### src/rtl/hazard_control_pkg.sv
// Shared constants and FSM encoding for the LEGv8 pipeline hazard control block.
package hazard_control_pkg;

  localparam int unsigned XZR = 31;

  localparam logic [1:0] FWD_REG = 2'b00;
  localparam logic [1:0] FWD_WB  = 2'b01;
  localparam logic [1:0] FWD_MEM = 2'b10;

  typedef enum logic [1:0] {
    StRun   = 2'd0,
    StStall = 2'd1,
    StFlush = 2'd2
  } state_e;

endpackage

### src/rtl/hazard_shadow_stage.sv
// One shadow pipeline slot: destination register, write flag and load flag.
module hazard_shadow_stage #(
  parameter int unsigned REG_W = 5
) (
  input  logic             clk,
  input  logic             reset,
  input  logic             clear,
  input  logic             en,
  input  logic [REG_W-1:0] d_rd,
  input  logic             d_wr,
  input  logic             d_load,
  output logic [REG_W-1:0] rd,
  output logic             wr,
  output logic             load
);

  always_ff @(posedge clk or posedge reset) begin
    if (reset) begin
      rd   <= '0;
      wr   <= 1'b0;
      load <= 1'b0;
    end else if (clear) begin
      rd   <= '0;
      wr   <= 1'b0;
      load <= 1'b0;
    end else if (en) begin
      rd   <= d_rd;
      wr   <= d_wr;
      load <= d_load;
    end
  end

endmodule

### src/rtl/hazard_control.sv
// Load-use stall, branch flush and EX forwarding control for the five-stage LEGv8 pipeline.
module hazard_control
  import hazard_control_pkg::*;
#(
  parameter int unsigned REG_W = 5,
  parameter int unsigned CNT_W = 16
) (
  input  logic             clk,
  input  logic             reset,
  input  logic             id_valid,
  input  logic [REG_W-1:0] id_rn,
  input  logic [REG_W-1:0] id_rm,
  input  logic             id_uses_rn,
  input  logic             id_uses_rm,
  input  logic [REG_W-1:0] id_rd,
  input  logic             id_reg_write,
  input  logic             id_mem_read,
  input  logic             branch_taken,
  output logic             stall_if,
  output logic             stall_id,
  output logic             bubble_ex,
  output logic             flush,
  output logic [1:0]       fwd_a,
  output logic [1:0]       fwd_b,
  output logic [CNT_W-1:0] stall_count,
  output logic [CNT_W-1:0] flush_count
);

  state_e state_q, state_d;

  logic [REG_W-1:0] ex_rd, mem_rd, wb_rd;
  logic             ex_wr, mem_wr, wb_wr;
  logic             ex_ld, mem_ld, wb_ld;

  logic       ex_live, mem_live;
  logic       id_eff, branch_eff, load_use, ex_take;
  logic [1:0] fwd_a_d, fwd_b_d;

  assign ex_live  = ex_wr && (ex_rd != REG_W'(XZR));
  assign mem_live = mem_wr && (mem_rd != REG_W'(XZR));

  // In the recovery cycle decode holds a squashed slot and any branch is stale.
  assign id_eff     = id_valid && (state_q != StFlush);
  assign branch_eff = branch_taken && (state_q != StFlush) && !reset;

  assign load_use = id_eff && ex_live && ex_ld && !reset &&
                    ((id_uses_rn && (id_rn == ex_rd)) || (id_uses_rm && (id_rm == ex_rd)));

  assign flush     = branch_eff;
  assign bubble_ex = load_use && !branch_eff;
  assign stall_if  = bubble_ex;
  assign stall_id  = bubble_ex;
  assign ex_take   = id_eff && !bubble_ex && !branch_eff;

  hazard_shadow_stage #(.REG_W(REG_W)) u_ex (
    .clk    (clk),
    .reset  (reset),
    .clear  (!ex_take),
    .en     (1'b1),
    .d_rd   (id_rd),
    .d_wr   (id_reg_write),
    .d_load (id_mem_read),
    .rd     (ex_rd),
    .wr     (ex_wr),
    .load   (ex_ld)
  );

  hazard_shadow_stage #(.REG_W(REG_W)) u_mem (
    .clk    (clk),
    .reset  (reset),
    .clear  (branch_eff),
    .en     (1'b1),
    .d_rd   (ex_rd),
    .d_wr   (ex_wr),
    .d_load (ex_ld),
    .rd     (mem_rd),
    .wr     (mem_wr),
    .load   (mem_ld)
  );

  hazard_shadow_stage #(.REG_W(REG_W)) u_wb (
    .clk    (clk),
    .reset  (reset),
    .clear  (1'b0),
    .en     (1'b1),
    .d_rd   (mem_rd),
    .d_wr   (mem_wr),
    .d_load (mem_ld),
    .rd     (wb_rd),
    .wr     (wb_wr),
    .load   (wb_ld)
  );

  // Current ex becomes MEM and current mem becomes WB when this instruction reaches EX.
  always_comb begin
    fwd_a_d = FWD_REG;
    fwd_b_d = FWD_REG;
    if (ex_take) begin
      if (id_uses_rn && ex_live && (id_rn == ex_rd)) begin
        fwd_a_d = FWD_MEM;
      end else if (id_uses_rn && mem_live && (id_rn == mem_rd)) begin
        fwd_a_d = FWD_WB;
      end
      if (id_uses_rm && ex_live && (id_rm == ex_rd)) begin
        fwd_b_d = FWD_MEM;
      end else if (id_uses_rm && mem_live && (id_rm == mem_rd)) begin
        fwd_b_d = FWD_WB;
      end
    end
  end

  always_comb begin
    state_d = state_q;
    unique case (state_q)
      StRun: begin
        if (branch_eff) state_d = StFlush;
        else if (load_use) state_d = StStall;
      end
      StStall: state_d = branch_eff ? StFlush : StRun;
      StFlush: state_d = StRun;
      default: state_d = StRun;
    endcase
  end

  always_ff @(posedge clk or posedge reset) begin
    if (reset) begin
      state_q     <= StRun;
      fwd_a       <= FWD_REG;
      fwd_b       <= FWD_REG;
      stall_count <= '0;
      flush_count <= '0;
    end else begin
      state_q <= state_d;
      fwd_a   <= fwd_a_d;
      fwd_b   <= fwd_b_d;
      if (bubble_ex && !(&stall_count)) stall_count <= stall_count + 1'b1;
      if (flush && !(&flush_count)) flush_count <= flush_count + 1'b1;
    end
  end

endmodule
### config.mk
export PLATFORM = sky130hd
export DESIGN_NAME = hazard_control
export DESIGN_NICKNAME = d
export VERILOG_FILES = /design/src/rtl/hazard_control_pkg.sv /design/src/rtl/hazard_shadow_stage.sv /design/src/rtl/hazard_control.sv
export SDC_FILE = /design/constraint.sdc
export NUM_CORES = 1
export LEC_CHECK = 0
export ABC_AREA = 0
export ABC_CLOCK_PERIOD_IN_PS = 2690
export CORE_MARGIN = 2
export CORE_UTILIZATION = 44
export CTS_CLUSTER_DIAMETER = 40
export DETAILED_ROUTE_END_ITERATION = 6
export PLACE_DENSITY = 0.87
export SLEW_MARGIN = 20
export SYNTH_ARGS = -nofsm -noshare
export SYNTH_HDL_FRONTEND = slang
export SYNTH_SLANG_ARGS = --single-unit
export TNS_END_PERCENT = 5
### constraint.sdc
create_clock -name clk -period 2.69 [get_ports clk]
set_clock_uncertainty 0.1 [all_clocks]
set_input_delay 0.269 -clock clk [delete_from_list [all_inputs] [get_ports clk]]
set_output_delay 0.269 -clock clk [all_outputs]
set_load 0.1 [all_outputs]
* Word level (Yosys, flattened, before mapping)
Index checks and enable logic that the tools add are counted.
Cells by class: add/sub/neg operators 2, equal/unequal tests 9, reductions and logical operators 33, mux-type cells 15
Operators by type and width (number):
- $add A16 B1 Y16 const B | 2
- $reduce_and A16 Y1 | 2
- $logic_and A1 B1 Y1 | 24
- $eq A5 B5 Y1 | 4
- $mux W2 | 7
- $mux W5 | 2
- $ne A5 B5 Y1 const B | 2
- $logic_not A1 Y1 | 5
- $mux W1 | 5
- $pmux W2 S2 | 1
- $ne A3 B3 Y1 const B | 1
- $eq A2 B1 Y1 const B | 1
- $logic_not A2 Y1 | 1
- $ne A2 B2 Y1 const B | 1
- $logic_or A1 B1 Y1 | 1
Word-level totals: output and inout bits 40, register bits 51, input bits 23, word-level logic and storage cells 69

* Logic depth before layout (Yosys ltp)
depth in word-level cells 11, depth in mapped cells 7, gate-level depth less buffers 7

* Cells and area by module
From an unflattened synthesis, not the netlist that was laid out.
Unflattened totals: cells, all modules 250, area, all modules 2641.3 sq um
Modules (own cells, without submodules):
- hazard_control | seq. area each 950.9 sq um, cells each 204, instances 1, area an instance 2068.2 sq um
- hazard_shadow_stage | seq. area each 175.2 sq um, cells each 23, instances 2, area an instance 286.5 sq um

* Least setup slack after synthesis
OpenSTA, ideal clock, no wires.
path kind input port to output port, start in reset, end out stall_id, data required time 2.321 ns, buffers on the path 3, stages on the path 7, slack -1.640 ns, data arrival time 3.961 ns, cell sequence inv_1 and4_1 buf_4 nand3b_4 buf_2 nor2_1 buf_4
On the way: cells in the longest elaborated chain, start to end 4, elaborated cells between the ends (all ways) 6, those cells by class reduce/logical (6)
Ends and longest elaborated chain:
- from (decl) | RTL line hazard_control.sv:9 | input logic reset,
- $logic_not A1 Y1 (no line) (*)
- $logic_and A1 B1 Y1 (on tied branches) | RTL line hazard_control.sv:46, hazard_control.sv:44
- $logic_and A1 B1 Y1 / $logic_not A1 Y1 (equally long branches) | RTL line hazard_control.sv:46, hazard_control.sv:50
- $logic_and A1 B1 Y1 (*) | RTL line hazard_control.sv:50 | assign bubble_ex = load_use && !branch_eff;
- to (decl) | RTL line hazard_control.sv:20 | output logic stall_id,
Every way passes the cells marked *; elsewhere a longest branch is shown, timed or not.

* Worst setup path in the final report
start in id_rm[2], end out stall_id
On the way: cells in the longest elaborated chain, start to end 5
Ends and longest elaborated chain:
- from (decl) | RTL line hazard_control.sv:12 | input logic [REG_W-1:0] id_rm,
- $eq A5 B5 Y1 | RTL line hazard_control.sv:47 | ((id_uses_rn && (id_rn == ex_rd)) || (id_uses_rm && (id_rm == ex_rd)));
- $logic_and A1 B1 Y1 | RTL line hazard_control.sv:47
- $logic_or A1 B1 Y1 | RTL line hazard_control.sv:47
- $logic_and A1 B1 Y1 | RTL line hazard_control.sv:46 | assign load_use = id_eff && ex_live && ex_ld && !reset &&
- $logic_and A1 B1 Y1 | RTL line hazard_control.sv:50
No other way between the ends.

==> metrics.md <==
| Metric | Value |
|---|---|
| Residual DRC | `0` |
| IO Pins | `63` |
| CORE AREA | `5574 um^2` |
| Initial Util | `46.04%` |
| Die area | `6459 um^2` |
| Cell accounting for the most synthesized area | `dfrtp_1` |
| CTS sink cnt | `51` |
| CP Data Required Time | `2.32 ns` |
| Crit Path Class | `primary input to output port` |
| Static Leak | `1.619 nW` |
| RSZ-0062 raised after global routing | `false` |
| Overall power | `0.001985 W` |
| GRT Overall Usage | `18.58%` |
| Total of fill cells in the finished design | `469` |
| GPL Wtd Cong | `0.8215` |
| Layout Nets | `329` |
| Top-count cell post-synth | `dfrtp_1` |
| Number of synthesized register bits | `51` |
| Worst Max-Slew Pin Slew | `0.6121 ns` |
| Final min period | `2.443 ns` |
| Status | `finished, final reports clean` |
| CTS-repair resized insts | `0` |
| Place WS | `0.1860 ns` |
| Die extent in y | `80.37 um` |
| # hold bufs at CTS | `0` |
| Critical-path maximum fanout | `11` |
| TritonRoute pass-1 iters | `4` |
| Cell Area, Synth | `2566 um^2` |
| Worst setup SP type | `primary input` |
| 1st-iter DRT viols | `119` |
| Vias | `2013` |
| Fin crit share | `90.81%` |
| Area Growth Syn to Fin | `29.79%` |
| PortBufs | `62` |
| GR Overflow Total | `0` |
| Slew margin rel. | `59.19%` |
| Clk_lat worst skew | `0.31 ns` |
| Layout cells sized above 1 | `22.30%` |
| CTS tree | `done` |
| # diodes | `0` |
| Final WL | `5432 um` |
| Critical Path AT | `2.07 ns` |
| Worst VDD drop | `854.4 uV` |
| Prevailing post-synth register cell | `dfrtp_1` |
| Hold Crit Class | `flop to flop` |
| Yosys cell types | `40` |
| Asr flop ratio synth | `100.0%` |
| Largest net degree at the start of global routing | `52` |
| Post-DP HPWL | `4088 um` |
| CTS Buf Count | `5` |
| Cells after Synth | `238` |
| Post-CTS Setup Inserts | `0` |
| Final TNS setup | `0 ns` |
| Vias in the first global route | `2003` |
| Syn. warnings | `0` |
| Commonest cells post-synth | `51 x dfrtp_1, 36 x xor2_1, 16 x and2_1, 16 x nand2_1` |
| CTS Buffer Depth | `2` |
| Mapped Avg Cell Area | `10.78 um^2` |
| Core Util, Final | `59.75%` |
| Die W | `80.37 um` |
| First-pass GRT wire length | `9273 um` |
| CTS root buf | `clkbuf_8` |
| Register area share after synthesis | `49.73%` |
| Synth area leaders | `dfrtp_1 50%, xor2_1 12%, and2_1 3.9%` |
| Clock Pin Slew Worst Setup and Hold Paths | `0.10 ns` |
| Crit end category | `output port` |
| # rows | `27` |
| Endpoints failing setup | `0` |
| Avg WL per Cell | `14.41 um` |
| Post-synth top area share | `49.73%` |
| EDFF count, synth | `0` |
| Initial antenna violation count | `0` |
| H-Tree Depth | `2` |
| Post-route ant nets | `0` |
| Vias per Instance | `5.340` |
| Post-route setup slack | `0.2472 ns` |
| Power Dens Cells | `595.9 nW/um^2` |
| Syn_nets | `263` |
| Final hold violation count | `0` |
| Max_cap viols | `0` |
| Final Max Slew Viols | `0` |
| Max Freq | `409.4 MHz` |
placed cells by master, fill, tap and decap left out, types with 2 or more instances in the layout:
cell type	instances
buf_12	4
a2111oi_0	2
nor2b_1	3
o21a_1	2
nand4_1	6
nor2_1	13
ha_1	2
nand2_1	16
buf_4	38
and2_1	16
or2_2	2
nor3_1	11
xnor2_1	10
nor3b_1	2
nor4_2	3
or3_1	2
and4_1	2
and3_1	3
o21ai_0	2
xor2_1	36
clkdlybuf4s50_1	22
inv_1	4
and3_2	2
a21oi_1	3
mux2_2	3
dfrtp_1	51
nor4_1	9
clkbuf_8	5
nand3_1	14
worst max-delay path, cell delays in order:
cell and delay [ns]:
clkdlybuf4s50_1 0.51, xor2_1 0.21, nor4_1 0.07, and3_2 0.22, nor2_2 0.46, nor2_4 0.12
buf_12 0.20
cell families (layout without fill, tap and decap cells):
logic type | after synthesis | after routing | share of synthesized area [%]
XOR/XNOR | 46 | 46 | 15.70
AND/OR/NAND/NOR | 114 | 114 | 27.01
adder cells (fa/ha/maj) | 2 | 2 | 0.9750
multiplexers | 3 | 3 | 1.316
AO/OA/AOI/OAI | 11 | 11 | 2.877
buffers and inverters | 11 | 78 | 2.389
flip-flops | 51 | 51 | 49.73
per-layer routing:
layer  GRT usage (%)  wire, um  up-vias
li1                -         -      958
met4           6.949       122        0
met1           22.84      2300      971
met3           4.719       280       16
met2           31.42      2728       68
met5               0         0        -
report_power, final:
part           switching [W]  internal [W]  leakage, nW
Sequential         0.0000678      0.000818        0.684
Clock               0.000263      0.000282       0.0587
Combinational       0.000411      0.000142        0.877
Total               0.000742       0.00124         1.62
per-stage QoR:
stage / hold WS [ns] / area, um^2 / cells
2_1_floorplan: 0.2246 / 2609 / 238
3_3_place_gp: 0.3169 / 3214 / 369
3_5_place_dp: 0.3306 / 3214 / 369
4_1_cts: 0.3446 / 3331 / 377
5_1_grt: 0.3710 / 3331 / 377
6_report: 0.3427 / 3331 / 377
final timing paths:
kind                            startpoint             end  slack, ns  cells past startpoint
worst max-delay path              id_rm[2]        stall_id       0.25                      7
worst min-delay path            state_q[0]      state_q[0]       0.34                      1
worst max register to register  u_ex.rd[2]  stall_count[2]       0.47                      7
worst min register to register  state_q[0]      state_q[0]       0.34                      1
max in group asynchronous            reset  flush_count[8]       1.62                      3
min in group asynchronous            reset     u_mem.rd[4]       0.46                      3
state kept, by name, indices dropped and copies added, names as in the netlist:
| register | flops |
|---|---|
| u_ex.wr | 1 |
| fwd_a | 2 |
| stall_count | 16 |
| flush_count | 16 |
| u_mem.wr | 1 |
| u_mem.rd | 5 |
| state_q | 2 |
| fwd_b | 2 |
| u_ex.rd | 5 |
| u_ex.load | 1 |
area by class of cell:
class	instances	area (um^2)	share of cell area [%]
clock buffer	5	68.82	2.066
clock inverter	3	47.55	1.428
inverter	6	26.28	0.7889
multi-input combinational	176	1236	37.12
sequential	51	1276	38.32
tap	72	90.09	2.705
timing repair buffer	64	585.6	17.58
Power figures use the tool's default switching activity.
==> variant 1: new RTL, same settings <==
The 3 states of `state_e` get a one-hot encoding in 3 bits.
--- a/src/rtl/hazard_control_pkg.sv
+++ b/src/rtl/hazard_control_pkg.sv
@@ -7,10 +7,10 @@
   localparam logic [1:0] FWD_WB  = 2'b01;
   localparam logic [1:0] FWD_MEM = 2'b10;
 
-  typedef enum logic [1:0] {
-    StRun   = 2'd0,
-    StStall = 2'd1,
-    StFlush = 2'd2
+  typedef enum logic [2:0] {
+    StRun   = 3'b001,
+    StStall = 3'b010,
+    StFlush = 3'b100
   } state_e;
 
 endpackage
Formal check against the unedited RTL: no difference found for any inputs over 10 cycles, from zero or initial values and one cycle with reset high; not proved beyond that.
==> variant 1 against the unedited design <==
  * Global-route usage shrank 0.098 points
  * Critical path depth fell by 1
  * Final area rose by 3.2%
  * Sequential cell count rose by 1
  * Final cell count rose by 3.4%
  * First-iteration DRC count decreased by 7.6%
  * Wire length up 3.5%
  * Clock power fell by 25%
  * Combinational power is 11% higher
  * Worst setup slack got worse by 0.12 ns
  * Hold slack worse by 0.088 ns
  * Register-to-register slack improved by 0.08 ns
  * Area after synthesis up 5.1%
  * Power shrank 2.8%
  * Largest cell class is now multi-input gates
  * Largest power group unchanged
  * Highest routed layer unchanged
==> variant 1: results (changes against the unedited design) <==
stage	metric	value	unit	change
status	status	finished, final reports clean		
clock_network	CTS H-tree depth	2		unchanged
final_layout	Largest regs	flush_count: 16 flops, stall_count: 16 flops		
global_routing	met2 Usage GRT	32.7	%	+1.2 points
final_layout	layout cells sized above 1	23.8	%	+1.5 points
global_routing	first-pass GRT wire length	9.58	mm	+3.4%
drt	overall via count from detail_route	2084		+3.5%
global_routing	GRT Total Usage	18.5	%	-0.098 points
clock_network	CTS Root Cell	clkbuf_8		
placement	dpl cell area	3360	sq um	+4.5%
pwr	maximum VDD drop	0.774	mV	-9.4%
final_layout	# fillers	485		+3.4%
clock_network	Worst-path clk slew	0.08	ns	-0.02 ns
worst_setup_path	worst-path maximum fanout	15		+4
logic_synthesis	Synthesized Nets	272		+3.4%
global_routing	met1 Use GR	22.7	%	-0.12 points
clock_network	post-CTS setup buffers	0		unchanged
global_routing	largest net degree at the start of global routing	21		-60%
drt	DRT iter0 DRCs	110		-7.6%
worst_setup_path	Worst R2R Path Depth	6		-1
logic_synthesis	Synth Warn #	0		unchanged
drt	Routed WL	5.62	mm	+3.5%
pwr	Leak Pwr	1.53	nW	-5.6%
logic_synthesis	Seq/Total Area, Yosys	48.3	%	-1.4 points
final_layout	nets	340		+3.3%
pwr	Cell Int Power	0.00118	W	-5.2%
clock_network	maximum root-to-sink buffer count	2		unchanged
logic_synthesis	Synth area leaders	dfrtp_1 47%, xnor2_1 11%, xor2_1 4.9%		
final_layout	ANT cells	0		unchanged
worst_setup_path	reg-to-reg setup timing slack	0.55	ns	+0.08 ns
clock_network	clock buffer count from CTS	5		unchanged
worst_setup_path	Worst Setup SP	state_q[1]$_DFFE_PP0P_		
logic_synthesis	post-synth cell types	51		+28%
sta	Hold WS	0.255	ns	-0.0876 ns
worst_hold_path	hold crit path type	input port to async pin		
placement	hpwl dp	4.41	mm	+8.0%
logic_synthesis	top_reg_cell synth	dfrtp_1		
clock_network	post_cts resized	0		unchanged
clock_network	Clock Latency Late Sink	0.30	ns	
worst_setup_path	reg2reg start	u_ex.rd[0]$_DFF_PP0_		
sta	Rel. slew slack	62.3	%	+3.1 points
placement	Port Buffers	62		unchanged
global_routing	met3 usage	2.50	%	-2.2 points
drt	TritonRoute pass-1 iters	4		unchanged
worst_setup_path	Worst Setup EP	stall_id		
logic_synthesis	Synth top cells by count	51 x dfrtp_1, 34 x xnor2_1, 17 x nand3_1, 15 x nand4_1, 15 x xor2_1		
placement	Placer Congestion	0.848		+3.2%
worst_setup_path	Arr. time, crit path	2.20	ns	+0.13 ns
worst_setup_path	reg-to-reg endpoint	stall_count[4]$_DFFE_PP0P_		
global_routing	antenna violations before repair	0		unchanged
logic_synthesis	ys async rst share	100	%	unchanged
[variant 1: cell count changes in the layout (fill, tap and decap cells not counted), moves of 4 or more]
cell and change:
and2_1 -4, nand4_1 +9, nor4_1 -5, xnor2_1 +24
xor2_1 -21
[variant 1: power groups by stage]
stage	clock network (W)	logic [W]	registers, W
2_1_floorplan	0	0.000156	0.00122
3_3_place_gp	0	0.000611	0.000915
3_5_place_dp	0	0.000620	0.000918
4_1_cts	0.000428	0.000620	0.000904
5_1_grt	0.000454	0.000647	0.000919
6_report	0.000409	0.000615	0.000905
[variant 1: worst min-delay path by stage]
| stage | from | end | cells past startpoint |
|---|---|---|---|
| 2_1_floorplan | id_uses_rn | fwd_a[0]$_DFF_PP0_ | 2 |
| 3_3_place_gp | state_q[2]$_DFFE_PP0P_ | state_q[2]$_DFFE_PP0P_ | 1 |
| 3_5_place_dp | flush_count[11]$_DFFE_PP0P_ | flush_count[11]$_DFFE_PP0P_ | 1 |
| 4_1_cts | reset | stall_count[12]$_DFFE_PP0P_ | 2 |
| 5_1_grt | reset | u_mem.rd[1]$_DFF_PP0_ | 2 |
| 6_report | reset | u_mem.rd[3]$_DFF_PP0_ | 2 |
[variant 1: worst max-delay path, stage by stage, from the launching register on]
cell     delay (ns)
dfrtp_1        0.42
or3b_4         0.43
nand2_4        0.19
inv_2          0.16
nor3_2         0.27
and2_4         0.24
buf_12         0.18
[variant 1: cells by family after synthesis]
logic type | share of synthesized area (%)
adder cells (fa/ha/maj) | 0.928
buffers and inverters | 2.13
multiplexers | 1.39
flip-flops | 48.3
XOR/XNOR | 15.9
AND/OR/NAND/NOR | 27.4
AO/OA/AOI/OAI | 3.94
[variant 1: area by class of cell]
| type | instances | area [sq um] | share of cell area [%] |
|---|---|---|---|
| Timing Repair Buffer | 66 | 601 | 17.5 |
| Sequential cell | 52 | 1300 | 37.9 |
| Clock buffer | 6 | 72.6 | 2.11 |
| Clock inverter | 1 | 5.00 | 0.146 |
| Tap cell | 75 | 93.8 | 2.73 |
| Inverter | 6 | 22.5 | 0.655 |
| Multi-Input combinational cell | 184 | 1340 | 39.0 |
[variant 1: per-stage QoR]
stage               cells  setup WS [ns]  util, %
finish                390          0.123     58.0
global route          390         0.0185     58.0
CTS                   390          0.115     58.0
detailed placement    383          0.235     56.7
global placement      383          0.305     56.7
floorplan             247          0.140        -
[variant 1: layer usage]
metal / up-vias / part of all wire [%]
met2: 68 / 51
met1: 1001 / 42
met4: 0 / 2.0
met3: 11 / 4.5
met5: - / 0
li1: 1004 / -
==> variant 2: new RTL, same settings <==
Without the edit above. `REG_W` is set to 5 in 2 places; all go to 10.
--- a/src/rtl/hazard_shadow_stage.sv
+++ b/src/rtl/hazard_shadow_stage.sv
@@ -1,6 +1,6 @@
 // One shadow pipeline slot: destination register, write flag and load flag.
 module hazard_shadow_stage #(
-  parameter int unsigned REG_W = 5
+  parameter int unsigned REG_W = 10
 ) (
   input  logic             clk,
   input  logic             reset,
--- a/src/rtl/hazard_control.sv
+++ b/src/rtl/hazard_control.sv
@@ -2,7 +2,7 @@
 module hazard_control
   import hazard_control_pkg::*;
 #(
-  parameter int unsigned REG_W = 5,
+  parameter int unsigned REG_W = 10,
   parameter int unsigned CNT_W = 16
 ) (
   input  logic             clk,
Interface: changed (resized id_rd, id_rm and id_rn); port bits go from 63 to 78. No check against the original RTL was run, so the function may have changed too.
==> variant 2 against the unedited design <==
  * Count of clock-buffer cells in the layout up 7
  * Power up 34%
  * Final area up 25%
  * Critical path type is now flop to output port
  * Sequential cell count up 10
  * Wire length up 27%
  * Area after synthesis up 19%
  * Register-to-register slack worse by 0.13 ns
  * Via count up 21%
  * Combinational power up 13%
  * Worst setup slack worse by 0.12 ns
  * Clock power up 80%
==> variant 2: results (changes against the unedited design) <==
stage	metric	value	unit	change
logic_synthesis	Post-Synth Adder-Cell Area	0.817	%	-0.16 points
placement	Port Buffers	77		+24%
placement	Placer Congestion	0.867		+5.6%
drt	wl on met1	3.10	mm	+35%
sta	Tightest Pin Transition	0.741	ns	+0.129 ns
pwr	maximum VDD drop	1.07	mV	+25%
logic_synthesis	post-synthesis compound-gate area fraction	3.92	%	+1.0 points
clock_network	Clock Latency Late Sink	0.33	ns	+0.02 ns
drt	TritonRoute pass-1 iters	5		+1
drt	wire length on met2	3.26	mm	+20%
final_layout	layout cells sized above 1	21.2	%	-1.1 points
placement	hpwl dp	5.17	mm	+26%
placement	dpl cell area	3890	sq um	+21%
pwr	Leak Pwr	1.82	nW	+12%
logic_synthesis	Synthesized Nets	323		+23%
final_layout	nets	412		+25%
global_routing	GRT Total Usage	18.9	%	+0.36 points
clock_network	CTS H-tree depth	3		+1
logic_synthesis	Synth area leaders	dfrtp_1 50%, xnor2_1 15%, and2_1 4.5%		
final_layout	Largest regs	flush_count: 16 flops, stall_count: 16 flops		
worst_setup_path	reg2reg start	u_ex.rd[7]$_DFF_PP0_		
worst_setup_path	Arr. time, crit path	2.19	ns	+0.12 ns
logic_synthesis	proportion of synthesized area in mux cells	1.92	%	+0.60 points
global_routing	first-pass GRT wire length	11.1	mm	+19%
logic_synthesis	Synth top cells by count	61 x dfrtp_1, 52 x xnor2_1, 22 x and2_1, 20 x nand3_1		
worst_setup_path	Crit path max-delay family	simple AND/OR/NAND/NOR gates		
clock_network	clock buffer count from CTS	9		+4
worst_setup_path	worst-path maximum fanout	3		-8
drt	metal3 WL	351	um	+25%
drt	DRT iter0 DRCs	112		-5.9%
worst_setup_path	CP Launch Type	flop		
logic_synthesis	post-synthesis xor/xnor area fraction	18.6	%	+2.9 points
drt	Via-to-Cell Ratio	5.32		-0.38%
status	status	finished, final reports clean		
==> variant 2: cell type report <==
type | instances | area share [%]
flip-flops and latches | 61 | 36.7
multi-input cells | 212 | 36.2
repair buffers | 82 | 18.2
clock buffers | 12 | 3.49
well taps | 80 | 2.40
clock inverters | 4 | 2.28
inverters | 6 | 0.721
==> variant 2: path summary, 6_finish.rpt <==
check | endpoint | slack [ns] | depth (start not counted)
setup / recovery | stall_if | 0.13 | 6
hold / removal | state_q[0]$_DFFE_PP0P_ | 0.34 | 1
setup reg to reg | stall_count[9]$_DFFE_PP0P_ | 0.34 | 7
hold reg to reg | state_q[0]$_DFFE_PP0P_ | 0.34 | 1
max in group asynchronous | u_ex.rd[8]$_DFF_PP0_ | 1.43 | 3
min in group asynchronous | u_mem.wr$_DFF_PP0_ | 0.54 | 3
==> variant 2: what timing repair did <==
item                                    CTS  global route
gates cloned                              0             0
endpoints found under the setup margin    3             3
buffers inserted                          1             3
resized for setup                         1             3
pin swaps                                 0             1
==> variant 2: report_power, final <==
part           internal, W  switching [W]  total, W  leakage [nW]
Sequential        0.000975      0.0000745   0.00105         0.815
Clock             0.000640       0.000340  0.000981         0.121
Combinational     0.000202       0.000426  0.000628         0.885
==> variant 2: stage by stage <==
stage                     hold WS (ns)  utilization (%)  cells  setup WS, ns
after floorplan                  0.297                -    283       -0.0459
after global placement           0.341             57.5    437         0.249
after detailed placement         0.325             57.5    437         0.178
after CTS                        0.343             61.2    454         0.110
after global routing             0.376             61.6    457       0.00601
final                            0.340             61.6    457         0.126
==> variant 2: layer usage <==
layer	vias to the layer above	GRT usage, %
li1	1160	-
met4	0	8.11
met2	80	30.3
met5	-	0
met1	1176	25.0
met3	15	3.79
